`src/rtl/riscv_wb_nb.sv`:
```
`default_nettype none
// ============================================================================
//  Module   : riscv_wb_nb
//  Purpose  : Non-blocking RV12 write-back stage. Up to DEPTH data-memory
//             accesses may be outstanding; instructions retire in program
//             order from a circular retirement queue, with load alignment,
//             memory-fault merging and younger-entry flush on exception.
//  Revision : 1.0 - initial release
// ============================================================================
module riscv_wb_nb #(
  parameter int              XLEN    = 32,
  parameter logic [XLEN-1:0] PC_INIT = 'h200,
  parameter int              DEPTH   = 2
) (
  input  logic            clk_i,
  input  logic            rst_i,
  input  logic            mem_valid_i,
  input  logic [XLEN-1:0] mem_pc_i,
  input  logic [31:0]     mem_instr_i,
  input  logic            mem_exc_i,
  input  logic [3:0]      mem_cause_i,
  input  logic [XLEN-1:0] mem_r_i,
  input  logic [XLEN-1:0] mem_memadr_i,
  input  logic            dmem_ack_i,
  input  logic            dmem_err_i,
  input  logic            dmem_misaligned_i,
  input  logic            dmem_page_fault_i,
  input  logic [XLEN-1:0] dmem_q_i,
  output logic            wb_stall_o,
  output logic            wb_valid_o,
  output logic [XLEN-1:0] wb_pc_o,
  output logic [31:0]     wb_instr_o,
  output logic            wb_exc_o,
  output logic [3:0]      wb_cause_o,
  output logic [XLEN-1:0] wb_badaddr_o,
  output logic [4:0]      wb_dst_o,
  output logic [XLEN-1:0] wb_r_o,
  output logic            wb_we_o
);

  localparam int            AW   = (DEPTH > 1) ? $clog2(DEPTH) : 1;
  localparam int            CW   = $clog2(DEPTH + 1);
  localparam int            OW   = 8;
  localparam int            SW   = (XLEN == 64) ? 3 : 2;
  localparam logic [AW-1:0] MASK = AW'(DEPTH - 1);
  localparam logic [CW-1:0] FULL = CW'(DEPTH);

  localparam logic [4:0] OP_LOAD     = 5'b00000;
  localparam logic [4:0] OP_MISC_MEM = 5'b00011;
  localparam logic [4:0] OP_STORE    = 5'b01000;
  localparam logic [4:0] OP_STORE_FP = 5'b01001;
  localparam logic [4:0] OP_BRANCH   = 5'b11000;

  // Shift the raw read data down to the addressed byte, then extend by funct3.
  function automatic logic [XLEN-1:0] align_load(input logic [2:0]      funct3,
                                                 input logic [SW-1:0]   offset,
                                                 input logic [XLEN-1:0] data);
    logic [XLEN-1:0] s;
    s = data >> {offset, 3'b000};
    case (funct3)
      3'b000:  align_load = XLEN'($signed(s[7:0]));
      3'b001:  align_load = XLEN'($signed(s[15:0]));
      3'b010:  align_load = XLEN'($signed(s[31:0]));
      3'b100:  align_load = XLEN'(s[7:0]);
      3'b101:  align_load = XLEN'(s[15:0]);
      3'b110:  align_load = XLEN'(s[31:0]);
      default: align_load = s;
    endcase
  endfunction

  // Misaligned outranks page fault, which outranks access fault.
  function automatic logic [3:0] fault_cause(input logic is_store,
                                             input logic misaligned,
                                             input logic page_fault);
    if (misaligned)      fault_cause = is_store ? 4'd6  : 4'd4;
    else if (page_fault) fault_cause = is_store ? 4'd15 : 4'd13;
    else                 fault_cause = is_store ? 4'd7  : 4'd5;
  endfunction

  // Register write only for non-excepting instructions with a real destination.
  function automatic logic calc_we(input logic exc, input logic [31:0] instr);
    logic [4:0] op;
    op      = instr[6:2];
    calc_we = !exc && (instr[11:7] != 5'd0) && (op != OP_STORE) &&
              (op != OP_STORE_FP) && (op != OP_BRANCH) && (op != OP_MISC_MEM);
  endfunction

  // Retirement queue storage, indexed by physical slot.
  logic [XLEN-1:0] q_pc      [DEPTH];
  logic [31:0]     q_instr   [DEPTH];
  logic            q_exc     [DEPTH];
  logic [3:0]      q_cause   [DEPTH];
  logic [XLEN-1:0] q_badaddr [DEPTH];
  logic [XLEN-1:0] q_r       [DEPTH];
  logic            q_we      [DEPTH];
  logic            q_pend    [DEPTH];
  logic [XLEN-1:0] q_adr     [DEPTH];

  logic [AW-1:0]   head;
  logic [AW-1:0]   tail;
  logic [CW-1:0]   count;
  logic [OW-1:0]   orphan_cnt;
  logic            flush_q;

  logic            in_is_mem;
  logic            in_is_load;
  logic            in_we;
  logic [XLEN-1:0] in_badaddr;
  logic [XLEN-1:0] in_load_data;
  logic [3:0]      in_cause;
  logic            resp;
  logic            resp_fault;
  logic            resp_take;
  logic            retire_now;
  logic            flush;
  logic            accept;
  logic            bypass;
  logic            push;
  logic            rs_hit;
  logic [AW-1:0]   rs_slot;
  logic [AW-1:0]   scan_slot;
  logic [CW-1:0]   pend_left;
  logic            in_hit;
  logic            in_pend;
  logic [XLEN-1:0] rs_load_data;
  logic [3:0]      rs_cause;

  // Decode the incoming instruction and the handshake conditions for this cycle.
  always_comb begin
    in_is_load   = (mem_instr_i[6:2] == OP_LOAD);
    in_is_mem    = (in_is_load || (mem_instr_i[6:2] == OP_STORE)) && !mem_exc_i;
    in_we        = calc_we(mem_exc_i, mem_instr_i);
    in_badaddr   = (mem_exc_i && (mem_cause_i == 4'd2)) ? XLEN'(mem_instr_i) : '0;
    in_load_data = align_load(mem_instr_i[14:12], mem_memadr_i[SW-1:0], dmem_q_i);
    in_cause     = fault_cause(mem_instr_i[6:2] == OP_STORE, dmem_misaligned_i,
                               dmem_page_fault_i);
    resp         = dmem_ack_i | dmem_err_i | dmem_misaligned_i | dmem_page_fault_i;
    resp_fault   = dmem_err_i | dmem_misaligned_i | dmem_page_fault_i;
    resp_take    = resp && (orphan_cnt == '0);
    tail         = (head + AW'(count)) & MASK;
    retire_now   = (count != '0) && !q_pend[head];
    flush        = retire_now && q_exc[head];
    // The cycle after a flush MEM is being killed upstream, so nothing is taken.
    wb_stall_o   = mem_valid_i && (count == FULL) && !retire_now && !flush_q;
    accept       = mem_valid_i && !wb_stall_o && !flush_q;
    bypass       = accept && (count == '0) && !in_is_mem;
    push         = accept && !bypass && !flush;
  end

  // Find the oldest pending entry for a response and count the pending entries left over.
  always_comb begin
    rs_hit    = 1'b0;
    rs_slot   = '0;
    scan_slot = '0;
    pend_left = '0;
    for (int i = 0; i < DEPTH; i++) begin
      scan_slot = (head + AW'(i)) & MASK;
      if ((CW'(i) < count) && q_pend[scan_slot]) begin
        if (resp_take && !rs_hit) begin
          rs_hit  = 1'b1;
          rs_slot = scan_slot;
        end else begin
          pend_left = pend_left + CW'(1);
        end
      end
    end
    // With no older access outstanding, the response belongs to the incoming one.
    in_hit       = resp_take && !rs_hit && accept && in_is_mem;
    in_pend      = accept && in_is_mem && !in_hit;
    rs_load_data = align_load(q_instr[rs_slot][14:12], q_adr[rs_slot][SW-1:0], dmem_q_i);
    rs_cause     = fault_cause(q_instr[rs_slot][6:2] == OP_STORE, dmem_misaligned_i,
                               dmem_page_fault_i);
  end

  // Queue pointers, occupancy and the count of responses owed to flushed accesses.
  always_ff @(posedge clk_i or posedge rst_i) begin
    if (rst_i) begin
      head       <= '0;
      count      <= '0;
      orphan_cnt <= '0;
      flush_q    <= 1'b0;
    end else begin
      flush_q    <= flush;
      orphan_cnt <= orphan_cnt - OW'(resp && (orphan_cnt != '0))
                    + (flush ? (OW'(pend_left) + OW'(in_pend)) : '0);
      if (flush) begin
        head  <= '0;
        count <= '0;
      end else begin
        head  <= (head + AW'(retire_now)) & MASK;
        count <= count - CW'(retire_now) + CW'(push);
      end
    end
  end

  // Queue payload: write the new tail entry and merge responses into their entries.
  always_ff @(posedge clk_i) begin
    if (push) begin
      q_pc[tail]      <= mem_pc_i;
      q_instr[tail]   <= mem_instr_i;
      q_adr[tail]     <= mem_memadr_i;
      q_r[tail]       <= mem_r_i;
      q_exc[tail]     <= mem_exc_i;
      q_cause[tail]   <= mem_cause_i;
      q_badaddr[tail] <= in_badaddr;
      q_we[tail]      <= in_we;
      q_pend[tail]    <= in_is_mem && !in_hit;
      if (in_hit) begin
        if (resp_fault) begin
          q_exc[tail]     <= 1'b1;
          q_cause[tail]   <= in_cause;
          q_badaddr[tail] <= mem_memadr_i;
          q_we[tail]      <= 1'b0;
        end else if (in_is_load) begin
          q_r[tail] <= in_load_data;
        end
      end
    end
    if (rs_hit) begin
      q_pend[rs_slot] <= 1'b0;
      if (resp_fault) begin
        q_exc[rs_slot]     <= 1'b1;
        q_cause[rs_slot]   <= rs_cause;
        q_badaddr[rs_slot] <= q_adr[rs_slot];
        q_we[rs_slot]      <= 1'b0;
      end else if (q_instr[rs_slot][6:2] == OP_LOAD) begin
        q_r[rs_slot] <= rs_load_data;
      end
    end
  end

  // Output registers: retire the queue head, or bypass a ready instruction into an empty queue.
  always_ff @(posedge clk_i or posedge rst_i) begin
    if (rst_i) begin
      wb_valid_o   <= 1'b0;
      wb_pc_o      <= PC_INIT;
      wb_instr_o   <= '0;
      wb_exc_o     <= 1'b0;
      wb_cause_o   <= '0;
      wb_badaddr_o <= '0;
      wb_dst_o     <= '0;
      wb_r_o       <= '0;
      wb_we_o      <= 1'b0;
    end else if (retire_now) begin
      wb_valid_o   <= 1'b1;
      wb_pc_o      <= q_pc[head];
      wb_instr_o   <= q_instr[head];
      wb_exc_o     <= q_exc[head];
      wb_cause_o   <= q_cause[head];
      wb_badaddr_o <= q_badaddr[head];
      wb_dst_o     <= q_instr[head][11:7];
      wb_r_o       <= q_r[head];
      wb_we_o      <= q_we[head];
    end else if (bypass) begin
      wb_valid_o   <= 1'b1;
      wb_pc_o      <= mem_pc_i;
      wb_instr_o   <= mem_instr_i;
      wb_exc_o     <= mem_exc_i;
      wb_cause_o   <= mem_cause_i;
      wb_badaddr_o <= in_badaddr;
      wb_dst_o     <= mem_instr_i[11:7];
      wb_r_o       <= mem_r_i;
      wb_we_o      <= in_we;
    end else begin
      wb_valid_o   <= 1'b0;
      wb_we_o      <= 1'b0;
    end
  end

endmodule
`default_nettype wire

```
`config.mk`:
```
export PLATFORM = sky130hd
export DESIGN_NAME = riscv_wb_nb
export DESIGN_NICKNAME = d
export VERILOG_FILES = /design/src/rtl/riscv_wb_nb.sv
export SDC_FILE = /design/constraint.sdc
export NUM_CORES = 1
export LEC_CHECK = 0
export BUFFER_PORTS_ARGS = -buffer_cell sky130_fd_sc_hd__buf_2
export CAP_MARGIN = 20
export CORE_ASPECT_RATIO = 1.5
export CORE_MARGIN = 5
export CORE_UTILIZATION = 52
export CTS_CLUSTER_SIZE = 12
export DETAILED_ROUTE_END_ITERATION = 8
export HOLD_SLACK_MARGIN = 0.06
export PLACE_DENSITY = 0.76
export SETUP_SLACK_MARGIN = 0.4
export SYNTH_ARGS = -nofsm -noshare
export SYNTH_HDL_FRONTEND = slang
export SYNTH_SLANG_ARGS = --single-unit
export TNS_END_PERCENT = 100
```
`constraint.sdc`:
```
create_clock -name clk_i -period 4.5 [get_ports clk_i]
set_clock_uncertainty 0.15 [all_clocks]
set_input_delay 0.225 -clock clk_i [delete_from_list [all_inputs] [get_ports clk_i]]
set_output_delay 0.225 -clock clk_i [all_outputs]
set_load 0.005 [all_outputs]
```
Word level (Yosys, flattened, before mapping). Memory sizes are Yosys's and may differ from the RTL's. Index checks and enable logic that the tools add are counted.

Register bits: 152. RAM bits: 334. Input port bits: 172. Word-level logic and storage cells: 180. Memories kept: 9. ROM bits: 0. Output and inout port bits: 141. Latch bits: 0.

Memories: q_adr (words 2, width 32, rd ports 1, clocked after memory_dff 0, wr ports 1, line 97) `logic [XLEN-1:0] q_adr [DEPTH];`; q_badaddr (words 2, width 32, rd ports 1, clocked after memory_dff 0, wr ports 2, line 93) `logic [XLEN-1:0] q_badaddr [DEPTH];`; q_instr (words 2, width 32, rd ports 2, clocked after memory_dff 0, wr ports 1, line 90) `logic [31:0] q_instr [DEPTH];`; q_pc (words 2, width 32, rd ports 1, clocked after memory_dff 0, wr ports 1, line 89) `logic [XLEN-1:0] q_pc [DEPTH];`; q_r (words 2, width 32, rd ports 1, clocked after memory_dff 0, wr ports 2, line 94) `logic [XLEN-1:0] q_r [DEPTH];`; q_cause (words 2, width 4, rd ports 1, clocked after memory_dff 0, wr ports 2, line 92) `logic [3:0] q_cause [DEPTH];`; 3 more memories.

$mul: 0. Bitwise gates (word level): 10. Div/mod/pow operators: 0. Add/sub/neg operators: 9. Shift operators: 2. Mux-type cells: 70. Magnitude comparators: 2. Equal/unequal tests: 14. Reductions and logical operators: 51.

Operators with widths (number): two-way mux 32 bit (11); one-hot mux 32 bit (4 select lines) (2); right shift 32 x 5 -> 32 bit (2); two-way mux 1 bit (38); logical AND 1 bit (29); two-way mux 4 bit (7); two-way mux 2 bit (9); == test 3 bit (second input constant) (4); zero test 1 bit (11); == test 5 x 4 -> 1 bit (second input constant) (2); zero test 5 bit (2); two-way mux 5 bit (2); inequality test 5 x 4 -> 1 bit (second input constant) (2); bitwise OR 1 bit (10); adder 8 x 3 -> 8 bit (1); zero test 8 bit (1); nonzero test 8 bit (1); subtractor 8 x 1 -> 8 bit (1); == test 3 x 1 -> 1 bit (second input constant) (2); zero test 3 bit (2); inequality test 5 x 2 -> 1 bit (second input constant) (1); inequality test 5 bit (second input constant) (1); nonzero test 5 bit (1); == test 4 x 2 -> 1 bit (second input constant) (1); other kinds (12) (15).

Depth between registers and ports, before layout. Gate-level depths: netlist (run 1).

Depth in word-level cells: 19. Gate-level depth with buffers: 23. Depth with buffers taken out: 22.

Worst setup path after synthesis (run 1). Ideal clock, no wire load.

Path kind: flip-flop to flip-flop. Start: register orphan_cnt[4]. End: register orphan_cnt[7]. Setup time: 0.079 ns. Buffers on the path: 1. Required time: 4.271 ns. Setup slack: 0.041 ns. Stages on the path, launching flop included: 24. Data arrival time: 4.230 ns. Period minus slack after synthesis: 4.459 ns. Cell sequence: dfrtp_1 inv_1 ha_1 nand4bb_1 nor3_1 ha_1 and2_1 a21oi_1 clkbuf_1 a311oi_1 and2_1 ha_1 ha_1 nand2_1 ha_1 inv_1 ha_1 a21o_1 a21oi_1 o21bai_1 a21oi_1 o21bai_1 a21oi_1 xor2_1.

Cells in the longest elaborated chain, start to end: 17. Elaborated cells on any way between the ends: 25. Those cells by class: 4 x add/sub; 9 x mux; 12 x reduce/logical.

RTL lines: start, declared (line 102) `logic [OW-1:0] orphan_cnt;`; start signal, assigned (line 184) `orphan_cnt <= orphan_cnt - OW'(resp && (orphan_cnt != '0))`; zero test 8 bit (line 139) `resp_take = resp && (orphan_cnt == '0);`; logical AND 1 bit (line 139); two-way mux 1 bit (line 159) `if (resp_take && !rs_hit) begin`; two-way mux 1 bit (line 158) `if ((CW'(i) < count) && q_pend[scan_slot]) begin`; zero test 1 bit (line 159); logical AND 1 bit (line 159); two-way mux 1 bit (line 159); two-way mux 1 bit (line 158); zero test 1 bit (line 168) `in_hit = resp_take && !rs_hit && accept && in_is_mem;`; logical AND 1 bit (3 in a row) (line 168); zero test 1 bit (line 169) `in_pend = accept && in_is_mem && !in_hit;`; logical AND 1 bit (line 169); adder 2 x 1 -> 3 bit (line 185) `+ (flush ? (OW'(pend_left) + OW'(in_pend)) : '0);`; two-way mux 3 bit (line 185); adder 8 x 3 -> 8 bit * (line 185).

Mark *: on every way between the ends. The rest lies on a longest branch, timed or not. A chain may end at the register's enable or synchronous reset.

Worst setup path in the final report (run 1).
Start: register orphan_cnt[5]. End: register orphan_cnt[7].

The elaborated chain is that of the path after synthesis.

==> results of run 1 <==
final cells by class:
class,instances,share of cell area
Antenna cell,5,0.000448
Clock buffer,79,0.0482
Clock inverter,8,0.00192
Inverter,25,0.00385
Multi-Input combinational cell,1326,0.304
Sequential cell,481,0.488
Tap cell,570,0.0255
Timing Repair Buffer,515,0.128
placed cells by master (no fill, tap or decap), types with 39 or more instances in the layout:
cell type,count
edfxtp_1,326
buf_2,312
nand2_1,277
a211oi_1,156
a31oi_1,152
nor2b_1,149
dfrtp_1,145
dlygate4sd3_1,142
a21oi_1,94
mux2i_1,65
nor4_1,63
nor2_1,59
buf_4,49
clkbuf_16,48
nand3_1,39
how the worst max path moves through the flow:
| stage | to | slack [ns] | startpoint | depth (start not counted) |
|---|---|---|---|---|
| floorplan | orphan_cnt[7]$_DFF_PP0_ | 0.23 | orphan_cnt[4]$_DFF_PP0_ | 23 |
| global placement | orphan_cnt[7]$_DFF_PP0_ | 0.09 | orphan_cnt[4]$_DFF_PP0_ | 22 |
| detailed placement | orphan_cnt[7]$_DFF_PP0_ | -0.16 | orphan_cnt[4]$_DFF_PP0_ | 22 |
| CTS | orphan_cnt[7]$_DFF_PP0_ | 0.35 | orphan_cnt[4]$_DFF_PP0_ | 22 |
| global route | orphan_cnt[6]$_DFF_PP0_ | 0.25 | orphan_cnt[5]$_DFF_PP0_ | 22 |
| finish | orphan_cnt[7]$_DFF_PP0_ | 0.38 | orphan_cnt[5]$_DFF_PP0_ | 22 |
power by group:
group	switching (mW)	leakage, nW	internal (mW)
sequential	0.662	4.76	6.62
clock	1.66	0.670	2.04
combinational	4.24	5.16	2.44
total	6.56	10.6	11.1
cell usage after synthesis (18+ instances only):
| cell type | instances | area (um2) |
|---|---|---|
| dfrtp_1 | 146 | 3650 |
| a21oi_1 | 100 | 500 |
| o211ai_1 | 18 | 135 |
| o21ai_0 | 28 | 140 |
| nand2_1 | 284 | 1070 |
| a31oi_1 | 153 | 957 |
| nand3_1 | 39 | 195 |
| nor4_1 | 64 | 400 |
| nor2_1 | 60 | 225 |
| mux2i_1 | 65 | 651 |
| a22oi_1 | 31 | 233 |
| clkbuf_1 | 145 | 544 |
| nor2b_1 | 149 | 932 |
| edfxtp_1 | 326 | 9790 |
| ha_1 | 20 | 250 |
| a211oi_1 | 156 | 1170 |
| inv_1 | 25 | 93.8 |
critical path: stages (launching register included):
cell and delay, ns:
dfrtp_1 0.39, inv_2 0.08, ha_4 0.15, nand4bb_4 0.15, nor3_4 0.25, ha_2 0.21
and2_4 0.16, a21oi_4 0.06, a311oi_2 0.32, and2_1 0.19, ha_2 0.19, ha_4 0.20
nand2_4 0.06, ha_4 0.20, inv_4 0.07, ha_4 0.19, a21o_1 0.16, a21oi_2 0.15
o21bai_1 0.11, a21oi_2 0.18, o21bai_1 0.10, a21oi_1 0.16, xor2_1 0.15
metal layers:
metal / track usage / wire length (um)
met5: 0 / 20
met4: 0.145 / 3910
met3: 0.0369 / 4690
met2: 0.489 / 35500
met1: 0.336 / 25500
cells by family (layout without fill, tap and decap cells):
family / after synthesis / in the layout
mux: 84 / 84
other cells: 0 / 5
compound gates: 553 / 553
xor+xnor: 10 / 10
simple gates: 658 / 658
fa+ha+maj: 21 / 21
flops: 481 / 481
buf+inv: 197 / 627
state kept, by name, summed over array words and instances, names as in the netlist:
| signal | flops |
|---|---|
| wb_badaddr_o | 32 |
| wb_pc_o | 32 |
| head | 1 |
| q_exc | 2 |
| wb_valid_o | 1 |
| q_badaddr | 64 |
| wb_instr_o | 32 |
| q_cause | 8 |
| wb_exc_o | 1 |
| count | 2 |
| q_pc | 64 |
| wb_we_o | 1 |
| flush_q | 1 |
| q_instr | 64 |
| wb_r_o | 32 |
| q_pend | 2 |
| q_r | 64 |
| wb_cause_o | 4 |
| orphan_cnt | 8 |
| q_we | 2 |
| q_adr | 64 |
per-stage QoR:
step	power [mW]	setup slack, ns	cell area, um2
2_1_floorplan	11.2	0.230	22700
3_3_place_gp	13.5	0.0866	24900
3_5_place_dp	13.7	-0.158	24900
4_1_cts	17.5	0.347	27800
5_1_grt	18.6	0.253	28000
6_report	17.7	0.377	28000
what timing repair did:
item / in CTS / in global routing
hold endpoints to repair: 584 / 0
pin swaps: 3 / 25
gates resized for setup: 8 / 24
endpoints found under the setup margin: 48 / 49
setup buffers: 4 / 7
hold buffers: 142 / 0
==> results.md, run 1 <==
* Result of the run: finished clean
* Peak supply drop at 0.407 mV
* Proportion of synthesized chip area in sequential cells at 0.601
* Share of the core filled with cells in the final layout at 0.649
* Worst-margin pin slew at 1.07 ns
* Critical Path AT at 4.47 ns
* Sequential cell area at 0.0136 mm2
* Unique masters post-synth at 68
* Post-detailed-routing wire length at 69600 um
* Detailed Routing Iterations Pass 1 at 5
* Min Tclk post-route at 4.12 ns
* Main combinational cell family by area after synthesis: compound AO/OA/AOI/OAI gates
* Core box area at 0.0431 mm2
* Non-filler cells, final at 3009
* Pin count of the biggest net entering global routing at 105
* Master cell of the clock root buffer: clkbuf_16
* Average wire per standard cell at 23.1 um
* Filler instances at 3259
* Global placer's final weighted congestion at 0.934
* Ratio of cells with drive above 1 in the final layout at 0.210
* Unrepaired setup endpoints after global routing: yes
* DR vias at 18900
* Antenna violations before repair at 7
* Post-synthesis cell count at 2004
* Peak Freq at 243 MHz
* Terminus of the critical flop-to-flop path: orphan_cnt[7]$_DFF_PP0_
* Residual DRC count at 0
* Placed Cells incl. Taps at 2764
* Number of nets at the end of the flow at 2590
* Number of clock sinks at 481
* Number of enable-type register cells in the synthesized netlist at 326
* Relative slew slack at 0.285
* Multiplexer share of the synthesized area at 0.0388
* Overall global routing resource usage at 0.278
* Min-delay worst type: in2reg
* Die width at 180 um
* Power per Cell Area at 632 mW/mm2
* Final critical-path share of the clock period at 0.916
* Setup tns final at 0 ns
* Clock-pin slew of the registers on the worst-case setup and hold paths at 0.06 ns
* Rows at 93
* Maximum Capacitance Violations at 0
* Summed instance area of the synthesized netlist at 0.0227 mm2
* Number of cells on the worst hold path at 4
* First-pass GRT wire length at 107000 um
* Required time of the critical path at 4.84 ns
* Number of register bits inferred by synthesis at 481
* Io pins at 313
* Hold worst-path end: q_r[1][5]$_DFFE_PP_
* Sort of element at the end of the critical path: flip-flop
* Min-Delay Startpoint: dmem_q_i[5]
* Synth Area per Inst at 11.3 um2
* Post-Synth Simple-Gate Area at 0.144
* Commonest register cell after synthesis: edfxtp_1
* Area of the multi-input gates at 0.00851 mm2
* Number of global-route vias before repair at 19000
* Quantity of I/O buffers inserted on ports at 312
* Xor and xnor area share after synthesis at 0.00386
* Number of hold violations in the final report at 0
* Clock tree from TritonCTS: built
* GR Overflow Total at 0
* Cell depth of the worst flop-to-flop path at 22
* Critical path start-end classification: reg2reg
* Setup slack on the worst flop-to-flop path at 0.38 ns
* Total of warnings raised by yosys at 0
* Post-synthesis share of cell area spent on full adders, half adders and majority gates at 0.0119
* Area fraction in compound gates after synthesis at 0.165
* Detailed Place HPWL at 43000 um
* Pins Over Slew Limit at 0
* Origin of the critical flop-to-flop path: orphan_cnt[5]$_DFF_PP0_
* Critical Path Fanout Max at 2
* Die area at 0.0479 mm2
* H-tree depth reported by CTS at 2
* Share of flip-flops with an asynchronous set or reset at 0.306
* Setup-violating endpoint count in the final report at 0
* Detailed-route vias per instance at 6.26
* Initial DRC count at 1862
* Total leakage power at 10.6 nW
* Area growth from synthesis to layout at 23.3%
* TritonCTS Buffers at 48
* Critical Path Start Type: flip-flop
* Remaining antenna violation count at 0
* Max clock buf depth at 3
* Initial Util at 0.526
* Syn nets at 2197
* Final hold slack at 0.108 ns
* Clock latency on the worst-skew pair at 0.57 ns
* Die boundary height at 266 um
Power figures use the tool's default switching activity.
==> run 2, diff against run 1 <==
- CORE_UTILIZATION: 52 -> 45
- PLACE_DENSITY: 0.76 -> 0.67
==> run 2 against run 1 <==
Maximum frequency is 2.1% higher. Critical path depth unchanged. Power is 1.8% higher. Wire length rose by 4.5%. Clock-buffer cell count up 5. Critical path type unchanged. Highest routed layer is now met4.
==> results.md, run 2 (synthesis gave the netlist of run 1 again) <==
* Area growth from synthesis to layout at 24.7%
* Setup slack on the worst flop-to-flop path at 0.46 ns (+0.09 ns)
* Min-Delay Startpoint: dmem_q_i[1]
* Setup tns final at 0 ns (unchanged)
* Detailed Place HPWL at 44600 um (+3.7%)
* Clock latency on the worst-skew pair at 0.58 ns (about the same)
* Most common cell after layout, fill and taps aside: edfxtp_1
* Critical path start-end classification: reg2reg
* Delay contributed by the slowest stage of the critical path at 0.40 ns (about the same)
* Placed Area at 0.0250 mm2 (+0.59%)
* Power per Cell Area at 636 mW/mm2 (+0.64%)
* Min-delay worst type: in2reg
* Detailed Routing Iterations Pass 1 at 7 (+2)
* Ratio of cells with drive above 1 in the final layout at 0.212 (+0.00229)
* Origin of the critical flop-to-flop path: orphan_cnt[4]$_DFF_PP0_
* Number of clock sinks at 481 (unchanged)
* Number of cells on the worst hold path at 4 (unchanged)
* Die boundary height at 285 um (+7.2%)
* Hold worst-path end: q_r[0][1]$_DFFE_PP_
* Unrepaired setup endpoints after global routing: yes
* Clock tree from TritonCTS: built
* Most frequent cells in the layout: edfxtp_1 (326), buf_2 (312), nand2_1 (276)
* TritonCTS Buffers at 48 (unchanged)
* Non-filler cells, final at 3102 (+3.1%)
* Dominant cell type by count on the critical path: ha_4
* Pin count of the biggest net entering global routing at 224 (+110%)
* H-tree depth reported by CTS at 2 (unchanged)
* Io pins at 313 (unchanged)
* DR vias at 18600 (-1.5%)
* Average wire per standard cell at 23.4 um (+1.3%)
* Quantity of I/O buffers inserted on ports at 312 (unchanged)
* Remaining antenna violation count at 0 (unchanged)
* Number of global-route vias before repair at 18900 (-0.68%)
* Core box area at 0.0498 mm2 (+16%)
* Overall global routing resource usage at 0.248 (-0.0307)
* Maximum Capacitance Violations at 0 (unchanged)
* Detailed-route vias per instance at 5.99 (-4.4%)
* Required time of the critical path at 4.85 ns (about the same)
* Total power at 18.0 mW (+1.8%)
* Min Tclk post-route at 4.04 ns (-0.0865 ns)
* First-pass GRT wire length at 110000 um (+2.5%)
* Pins Over Slew Limit at 0 (unchanged)
* Die width at 193 um (+7.1%)
* Critical Path AT at 4.39 ns (-0.08 ns)
* Count of buffer and inverter cells on the critical path at 3 (+1)
* Final critical-path share of the clock period at 0.897 (-0.0192)
* Placed Cells incl. Taps at 2856 (+3.3%)
* Sort of element at the end of the critical path: flip-flop
* Cell depth of the worst flop-to-flop path at 22 (unchanged)
* Cell type group with the largest total delay on the critical path: adder cells
* Total leakage power at 10.7 nW (+0.74%)
* Critical Path, Cell by Cell: inv_2, ha_4, nand4bb_4, nor3_4, ha_2, and2_4, a21oi_4, a311oi_2, and2_4, ha_4, nand2_4, ha_4, inv_2, ha_4, fa_2, a21o_1, a21oi_2, inv_1, a21oi_2, nor2_1, nor2_1, xnor2_1
* Peak Freq at 248 MHz (+2.1%)
* Number of nets at the end of the flow at 2590 (unchanged)
* Share of the core filled with cells in the final layout at 0.568 (-0.0816)
* Peak supply drop at 0.460 mV (+13%)
* Residual DRC count at 0 (unchanged)
* Total number of cells along the worst setup path at 22 (unchanged)
* Slowest library cell on the worst path: fa_2
* Clock-pin slew of the registers on the worst-case setup and hold paths at 0.06 ns (about the same)
* Critical Path Fanout Max at 3 (+1)
* Post-detailed-routing wire length at 72700 um (+4.5%)
* Global placer's final weighted congestion at 0.921 (-1.4%)
* Max clock buf depth at 3 (unchanged)
* Initial DRC count at 1325 (-29%)
* Master cell of the clock root buffer: clkbuf_16
* Result of the run: finished clean
* Setup-violating endpoint count in the final report at 0 (unchanged)
* Terminus of the critical flop-to-flop path: orphan_cnt[6]$_DFF_PP0_
* Relative slew slack at 0.243 (-0.0415)
* Antenna violations before repair at 3 (-4)
* GR Overflow Total at 0 (unchanged)
* Rows at 100 (+7.5%)
* Initial Util at 0.455 (-0.0713)
* Finished layout cell area at 0.0283 mm2 (+1.1%)
* Die area at 0.0550 mm2 (+15%)
* Worst-margin pin slew at 1.14 ns (+0.0622 ns)
* Critical Path Start Type: flip-flop
* Number of hold violations in the final report at 0 (unchanged)
[run 2: cell count changes in the layout (fill, tap and decap cells not counted), moves of 2 or more]
cell,before,now
buf_4,49,46
buf_12,10,12
diode_2,5,3
ha_4,6,9
ha_2,3,1
clkbuf_8,4,8
clkbuf_16,48,50
clkinv_1,3,1
[run 2: worst register-to-register path, stage by stage, from the launching register on]
cell	delay, ns
dfrtp_1	0.39
inv_2	0.09
ha_4	0.14
nand4bb_4	0.12
nor3_4	0.23
ha_2	0.21
and2_4	0.16
a21oi_4	0.06
a311oi_2	0.30
and2_4	0.21
ha_4	0.14
nand2_4	0.05
ha_4	0.28
inv_2	0.03
ha_4	0.16
fa_2	0.40
a21o_1	0.20
a21oi_2	0.15
inv_1	0.07
a21oi_2	0.11
nor2_1	0.05
nor2_1	0.12
xnor2_1	0.13
[run 2: power breakdown]
group	switching [mW]	leakage, nW	internal [mW]
Combinational	4.29	5.19	2.48
Sequential	0.659	4.76	6.62
Clock	1.70	0.725	2.21
Total	6.66	10.7	11.3
[run 2: per-layer routing]
metal  track usage  part of all wire  vias up  wire length [um]
li1              -                 -     8393                 -
met1         0.297              0.38     9229             27400
met2         0.445              0.52      785             37700
met3        0.0365             0.062      169              4480
met4         0.106             0.044        0              3180
met5             0                 0        -                 0
[run 2: layout make-up]
cell class	count	area, um2
Fill cell	4250	21500
Inverter	25	105
Antenna cell	3	7.51
Multi-Input combinational cell	1326	8550
Timing Repair Buffer	515	3630
Sequential cell	481	13600
Clock inverter	5	85.1
Tap cell	663	830
Clock buffer	84	1430
[run 2: worst max-delay path by stage]
stage,start,endpoint
after detailed placement,orphan_cnt[4]$_DFF_PP0_,orphan_cnt[7]$_DFF_PP0_
after global routing,orphan_cnt[6]$_DFF_PP0_,orphan_cnt[6]$_DFF_PP0_
after floorplan,orphan_cnt[4]$_DFF_PP0_,orphan_cnt[7]$_DFF_PP0_
after global placement,orphan_cnt[4]$_DFF_PP0_,orphan_cnt[7]$_DFF_PP0_
after CTS,head$_DFF_PP0_,orphan_cnt[7]$_DFF_PP0_
final,orphan_cnt[4]$_DFF_PP0_,orphan_cnt[6]$_DFF_PP0_
[run 2: per-stage QoR]
stage,hold slack [ns],worst slack [ns]
final,0.122,0.464
after CTS,0.0951,0.332
after global routing,0.109,0.220
after detailed placement,0.281,0.0410
after floorplan,0.174,0.230
after global placement,0.281,0.256
[run 2: repair_timing]
item,4_1_cts,5_1_grt
resized for setup,11,25
endpoints found under the hold margin,476,0
gates cloned,0,1
buffers inserted,5,6
hold buffers,142,0
pin swaps,7,26
endpoints found under the setup margin,51,35
